[src/rtl/sd_resp_pkg.sv]
// Shared types and constants for the sector-level SD block responder.
//   SECTOR_BYTES / IDX_W : sector size and byte-index width
//   sd_op_e              : latched request kind
//   sd_state_e           : responder FSM states
package sd_resp_pkg;

  localparam int unsigned SECTOR_BYTES = 512;
  localparam int unsigned IDX_W        = 9;

  localparam logic [IDX_W-1:0] IDX_LAST = IDX_W'(SECTOR_BYTES - 1);

  typedef enum logic {
    SD_OP_RD = 1'b0,
    SD_OP_WR = 1'b1
  } sd_op_e;

  typedef enum logic [2:0] {
    ST_IDLE      = 3'd0,
    ST_RD_REQ    = 3'd1,
    ST_RD_PUSH   = 3'd2,
    ST_WR_ADDR   = 3'd3,
    ST_WR_SAMPLE = 3'd4,
    ST_WR_REQ    = 3'd5,
    ST_DONE      = 3'd6,
    ST_GAP       = 3'd7
  } sd_state_e;

  // States during which the sector handshake (sd_ack) is held high.
  function automatic logic in_transfer(input sd_state_e s);
    return s inside {ST_RD_REQ, ST_RD_PUSH, ST_WR_ADDR, ST_WR_SAMPLE, ST_WR_REQ};
  endfunction

endpackage

[src/rtl/sd_block_responder.sv]
// Sector-level SD request/acknowledge responder backed by a byte store.
// Reads stream 512 bytes store -> requester buffer; writes pull 512 bytes
// requester buffer -> store.
//
// Parameters:
//   STORE_AW : store byte address width (2**(STORE_AW-9) sectors)
//   ACK_GAP  : idle cycles in GAP after sd_ack falls (>= 1)
// Ports:
//   clk_sys, RESET_n                   : clock, async active-low reset
//   sd_lba, sd_rd, sd_wr, sd_ack       : sector request handshake
//   sd_buff_addr/dout/din, sd_buff_wr  : requester sector buffer (sync RAM)
//   st_addr, st_rd, st_wr, st_din,
//   st_dout, st_ready                  : backing byte store
//   sd_err                             : out-of-range sector pulse (option)
// Optional feature macro: SD_RANGE_CHECK_EN
//   defined   -> lba beyond the store is flagged, store untouched, reads give 0
//   undefined -> lba upper bits are truncated (sectors alias)
module sd_block_responder
  import sd_resp_pkg::*;
#(
  parameter int unsigned STORE_AW = 13,
  parameter int unsigned ACK_GAP  = 2
) (
  input  logic                clk_sys,
  input  logic                RESET_n,
  input  logic [31:0]         sd_lba,
  input  logic                sd_rd,
  input  logic                sd_wr,
  output logic                sd_ack,
  output logic [IDX_W-1:0]    sd_buff_addr,
  output logic [7:0]          sd_buff_dout,
  input  logic [7:0]          sd_buff_din,
  output logic                sd_buff_wr,
`ifdef SD_RANGE_CHECK_EN
  output logic                sd_err,
`endif
  output logic [STORE_AW-1:0] st_addr,
  output logic                st_rd,
  output logic                st_wr,
  output logic [7:0]          st_din,
  input  logic [7:0]          st_dout,
  input  logic                st_ready
);

  localparam int unsigned SEC_W = STORE_AW - IDX_W;
  localparam int unsigned GAP_W = (ACK_GAP > 1) ? $clog2(ACK_GAP) : 1;

  sd_state_e          r_state, w_state_nxt;
  logic [IDX_W-1:0]   r_idx, w_idx_nxt;
  logic [SEC_W-1:0]   r_lba, w_lba_nxt;
  logic               r_ack, w_ack_nxt;
  logic               r_buff_wr, w_buff_wr_nxt;
  logic [7:0]         r_buff_dout, w_dout_nxt;
  logic               r_st_rd, w_st_rd_nxt;
  logic               r_st_wr, w_st_wr_nxt;
  logic [7:0]         r_st_din, w_st_din_nxt;
  logic [GAP_W-1:0]   r_gap_cnt, w_gap_nxt;
  logic               w_oor_cur, w_oor_nxt;
  logic               w_last;
  sd_op_e             w_op;

`ifdef SD_RANGE_CHECK_EN
  logic               r_oor;
  logic               r_err, w_err_nxt;
  assign w_oor_cur = r_oor;
  assign sd_err    = r_err;
`else
  // Upper lba bits are deliberately dropped: sectors alias modulo capacity.
  logic               w_unused_lba;
  assign w_oor_cur    = 1'b0;
  assign w_unused_lba = ^sd_lba[31:SEC_W];
`endif

  assign w_last = (r_idx == IDX_LAST);

  // Next-state and next-register values.
  always_comb begin
    w_state_nxt  = r_state;
    w_idx_nxt    = r_idx;
    w_lba_nxt    = r_lba;
    w_dout_nxt   = r_buff_dout;
    w_st_din_nxt = r_st_din;
    w_gap_nxt    = r_gap_cnt;
    w_oor_nxt    = w_oor_cur;
    w_op         = SD_OP_RD;

    case (r_state)
      ST_IDLE: begin
        if (sd_rd || sd_wr) begin
          w_op      = sd_rd ? SD_OP_RD : SD_OP_WR;
          w_lba_nxt = sd_lba[SEC_W-1:0];
          w_idx_nxt = '0;
`ifdef SD_RANGE_CHECK_EN
          w_oor_nxt = ((sd_lba >> SEC_W) != 32'd0);
`endif
          w_state_nxt = (w_op == SD_OP_RD) ? ST_RD_REQ : ST_WR_ADDR;
        end
      end

      // Out-of-range sectors skip the store and deliver zeros.
      ST_RD_REQ: begin
        if (w_oor_cur) begin
          w_dout_nxt  = 8'h00;
          w_state_nxt = ST_RD_PUSH;
        end else if (st_ready && r_st_rd) begin
          w_dout_nxt  = st_dout;
          w_state_nxt = ST_RD_PUSH;
        end
      end

      ST_RD_PUSH: begin
        if (w_last) begin
          w_state_nxt = ST_DONE;
        end else begin
          w_idx_nxt   = r_idx + IDX_W'(1);
          w_state_nxt = ST_RD_REQ;
        end
      end

      // Address is presented here; the sync RAM answers one edge later.
      ST_WR_ADDR: w_state_nxt = ST_WR_SAMPLE;

      ST_WR_SAMPLE: begin
        w_st_din_nxt = sd_buff_din;
        w_state_nxt  = ST_WR_REQ;
      end

      ST_WR_REQ: begin
        if (w_oor_cur || (st_ready && r_st_wr)) begin
          if (w_last) begin
            w_state_nxt = ST_DONE;
          end else begin
            w_idx_nxt   = r_idx + IDX_W'(1);
            w_state_nxt = ST_WR_ADDR;
          end
        end
      end

      ST_DONE: begin
        w_gap_nxt   = GAP_W'(ACK_GAP - 1);
        w_state_nxt = ST_GAP;
      end

      ST_GAP: begin
        if (r_gap_cnt == '0) begin
          w_state_nxt = ST_IDLE;
        end else begin
          w_gap_nxt = r_gap_cnt - GAP_W'(1);
        end
      end

      default: w_state_nxt = ST_IDLE;
    endcase

    // Outputs are registered from the state being entered.
    w_ack_nxt     = in_transfer(w_state_nxt);
    w_buff_wr_nxt = (w_state_nxt == ST_RD_PUSH);
    w_st_rd_nxt   = (w_state_nxt == ST_RD_REQ) && !w_oor_nxt;
    w_st_wr_nxt   = (w_state_nxt == ST_WR_REQ) && !w_oor_nxt;
`ifdef SD_RANGE_CHECK_EN
    w_err_nxt     = (w_state_nxt == ST_DONE) && w_oor_cur;
`endif
  end

  // State and output registers.
  always_ff @(posedge clk_sys or negedge RESET_n) begin
    if (!RESET_n) begin
      r_state     <= ST_IDLE;
      r_idx       <= '0;
      r_lba       <= '0;
      r_ack       <= 1'b0;
      r_buff_wr   <= 1'b0;
      r_buff_dout <= 8'h00;
      r_st_rd     <= 1'b0;
      r_st_wr     <= 1'b0;
      r_st_din    <= 8'h00;
      r_gap_cnt   <= '0;
`ifdef SD_RANGE_CHECK_EN
      r_oor       <= 1'b0;
      r_err       <= 1'b0;
`endif
    end else begin
      r_state     <= w_state_nxt;
      r_idx       <= w_idx_nxt;
      r_lba       <= w_lba_nxt;
      r_ack       <= w_ack_nxt;
      r_buff_wr   <= w_buff_wr_nxt;
      r_buff_dout <= w_dout_nxt;
      r_st_rd     <= w_st_rd_nxt;
      r_st_wr     <= w_st_wr_nxt;
      r_st_din    <= w_st_din_nxt;
      r_gap_cnt   <= w_gap_nxt;
`ifdef SD_RANGE_CHECK_EN
      r_oor       <= w_oor_nxt;
      r_err       <= w_err_nxt;
`endif
    end
  end

  assign sd_ack       = r_ack;
  assign sd_buff_addr = r_idx;
  assign sd_buff_dout = r_buff_dout;
  assign sd_buff_wr   = r_buff_wr;
  assign st_addr      = {r_lba, r_idx};
  assign st_rd        = r_st_rd;
  assign st_wr        = r_st_wr;
  assign st_din       = r_st_din;

endmodule

[config.mk]
export PLATFORM = sky130hd
export DESIGN_NAME = sd_block_responder
export DESIGN_NICKNAME = d
export VERILOG_FILES = /design/src/rtl/sd_resp_pkg.sv /design/src/rtl/sd_block_responder.sv
export SDC_FILE = /design/constraint.sdc
export NUM_CORES = 1
export LEC_CHECK = 0
export ABC_AREA = 1
export CORE_MARGIN = 2
export CORE_UTILIZATION = 40
export CTS_BUF_LIST = sky130_fd_sc_hd__clkbuf_4 sky130_fd_sc_hd__clkbuf_8 sky130_fd_sc_hd__clkbuf_16
export DETAILED_ROUTE_END_ITERATION = 10
export GPL_TIMING_DRIVEN = 0
export HOLD_SLACK_MARGIN = 0.12
export PLACE_DENSITY = 0.9
export SLEW_MARGIN = 20
export SYNTH_ARGS = -nofsm -noshare
export SYNTH_HDL_FRONTEND = slang
export SYNTH_SLANG_ARGS = --single-unit
[constraint.sdc]
create_clock -name clk_sys -period 5.4 [get_ports clk_sys]
set_input_delay 0.54 -clock clk_sys [delete_from_list [all_inputs] [get_ports clk_sys]]
set_output_delay 0.54 -clock clk_sys [all_outputs]
set_load 0.02 [all_outputs]
==> summary.txt <==
Detailed routing
  • Post-Route WL: 3.83 mm
  • DRC Markers: 0
  • Vias: 1512
  • 1st-iter DRT viols: 36
  • Antenna viol nets, final: 0
  • Drt pass-1 iters: 4
  • Wirelength per Cell: 12.1 um
  • Via-to-Cell Ratio: 4.77

Floorplan
  • CORE AREA: 0.00432 mm^2
  • Ports: 95
  • Die ar.: 0.00503 mm^2
  • Die W: 70.9 um
  • Die Ht: 70.9 um
  • Rows: 24
  • Initial Utilization: 41.4%

Yosys
  • Post-Syn Area: 0.00179 mm^2
  • Post-Synth Simple-Gate Area: 21.4%
  • Post-synthesis mux area share: 10.1%
  • Async SR Flop Fraction: 100%
  • Top FF cell, synth: dfrtp_1
  • Cells taking the most area after synthesis: dfrtp_1, mux2_2, nand2_1
  • Syn nets: 246
  • XOR/XNOR Fraction of Synth Area: 2.93%
  • Adder-cell share of the synthesized area: 2.09%
  • Synth Area in Compound Gates: 3.21%
  • Proportion of netlist area held by the largest area contributor: 51.7%
  • Number of synthesized flops with an enable pin: 0
  • Mapped Cells: 190
  • Largest family of logic cells by synthesized area: simple AND/OR/NAND/NOR gates
  • Yosys warns: 0
  • Distinct cell type count after synthesis: 22
  • #FFs+latches synth: 37
  • Mean Syn Cell Area: 9.43 um^2
  • Post-synthesis sequential area ratio: 51.7%
  • Synth area leader: dfrtp_1

Clock tree
  • Root Driver: clkbuf_8
  • Post-CTS Resized: 0
  • Hold buffers post-CTS: 0
  • Clk_lat worst skew: 0.29 ns
  • Clock transition at path regs: 0.08 ns
  • Max clock buf depth: 2
  • CTS HTree Levels: 2
  • TritonCTS clock tree: done
  • Sink Count: 37
  • Inserted Clock Buffers: 5
  • Setup bufs post-CTS: 0

Cells and area
  • Fin util: 61.4%
  • Design Area, Final: 0.00266 mm^2
  • Layout Nets: 320
  • Filler cells: 379
  • ANT cells: 0
  • Non-filler cells in the finished layout: 317
  • Layout cells sized above 1: 17.4%
  • Synthesis-to-finish area growth: 48.2%

Timing
  • Final Max Slew Viols: 0
  • Period minus WS final: 2.06 ns
  • Slew HR: 70.2%
  • Setup TNS: 0 ns
  • RSZ-0062 raised after global routing: no
  • Final Hold Fails: 0
  • Period utilisation layout: 38.1%
  • # setup viols final: 0
  • Clk_skew: 0.0104 ns
  • FMAX: 486 MHz
  • Worst slew pin tran: 0.446 ns

Run status
  • Status: complete, no violations

GRT
  • First-pass GRT wire length: 6.82 mm
  • Initial antenna violation count: 0
  • Total GRT Usage: 17.4%
  • Largest net degree at the start of global routing: 21
  • Vias in the first global route: 1489
  • GRT overflow: 0

Critical path
  • Crit path max fanout: 6
  • Worst EP arrival: 2.29 ns
  • R2R Setup Slk: 3.34 ns
  • Crit path launch type: flop
  • CP required: 5.63 ns
  • Crit. End Element: flop
  • Kind of critical path: flop to flop

Placed design
  • Gpl congestion: 0.891
  • DPL Wire Length: 2.99 mm
  • Placed Cells: 309
  • Port Buffers: 66
  • Placed inst area: 0.00254 mm^2

Power
  • Pwr/cell area: 538 mW/mm^2
  • Worst VDD drop: 0.320 mV
  • Pleak: 1.26 nW

Worst hold path
  • Worst min-delay path category: primary input to async pin

Run
  • Max_cap viols: 0
-- cell type report --
| cell class | instances | area, um^2 | area share, % |
|---|---|---|---|
| well taps | 52 | 65.1 | 2.45 |
| plain buffers | 11 | 86.3 | 3.25 |
| flip-flops and latches | 37 | 926 | 34.9 |
| clock inverters | 2 | 38.8 | 1.46 |
| inverters | 18 | 67.6 | 2.54 |
| repair buffers | 67 | 683 | 25.7 |
| clock buffers | 6 | 76.3 | 2.87 |
| multi-input cells | 124 | 712 | 26.8 |
-- power breakdown --
group	internal (mW)	total [mW]	leakage (nW)	switching, mW
clock	0.144	0.241	0.0588	0.0972
combinational	0.342	0.734	0.736	0.392
sequential	0.389	0.454	0.463	0.0651
-- worst paths after layout --
path | from | to | cells past startpoint
hold reg to reg | r_lba[1] | r_lba[1] | 2
setup / recovery | sd_buff_addr[0] | sd_buff_wr | 10
setup reg to reg | sd_buff_addr[0] | sd_buff_wr | 10
hold / removal | RESET_n | st_din[1] | 1
min in group clk_sys | r_lba[1] | r_lba[1] | 2
max in group asynchronous | RESET_n | st_din[2] | 2
-- placed cells by master, fill, tap and decap left out, drive strengths merged --
cell type      Yosys  final
clkbuf             0      6
mux2              16     16
nor2              18     18
nor4               1      1
dfrtp             37     37
a21oi              4      4
o21ai              6      6
nor3               1      1
ha                 3      3
clkdlybuf4s50      0     65
buf               11     13
inv               18     18
nand4              2      2
nand3             19     19
bufinv             0      1
xor2               6      6
nand2             47     47
o211ai             1      1
clkinv             0      1
-- sequential cells by signal (all words and copies together) (netlist names) --
name,count
r_gap_cnt,1
r_lba,4
r_state,3
sd_ack,1
sd_buff_addr,9
sd_buff_dout,8
sd_buff_wr,1
st_din,8
st_rd,1
st_wr,1
-- cells by family after synthesis --
group | count (synthesis)
compound gates | 11
flops | 37
mux | 16
xor+xnor | 6
buf+inv | 29
simple gates | 88
fa+ha+maj | 3
-- stage by stage --
step	power [mW]	worst slack (ns)	hold slack, ns
floorplan	0.898	3.50	0.244
global placement	1.18	2.97	0.459
detailed placement	1.20	3.33	0.462
CTS	1.45	3.31	0.191
global route	1.54	3.10	0.206
finish	1.43	3.34	0.191
-- cell usage after synthesis (3+ instances only) --
library cell  count
a21oi_1           4
buf_4            10
dfrtp_1          37
ha_1              3
inv_1            15
inv_2             3
mux2_2           16
nand2_1          44
nand2_2           3
nand3_1          18
nor2_1           17
o21ai_0           3
o21ai_1           3
xor2_1            6
-- worst max-delay path, cell delays in order (launching register included) --
cell and delay (ns):
dfrtp_1 0.44, ha_1 0.22, nand2_1 0.11, nor4_1 0.40
ha_1 0.28, nand4_1 0.10, nand2_1 0.09, nor2_1 0.08
nand2_2 0.08, nand2_1 0.07, nor2_1 0.12
-- layer usage --
layer	routed length (um)	track usage, %	vias to the layer above
li1	-	-	754
met1	1660	21.9	707
met2	1890	27.5	47
met3	234	6.13	4
met4	53	7.13	0
met5	0	0	-
No activity file was read; power rests on OpenSTA's default activity.
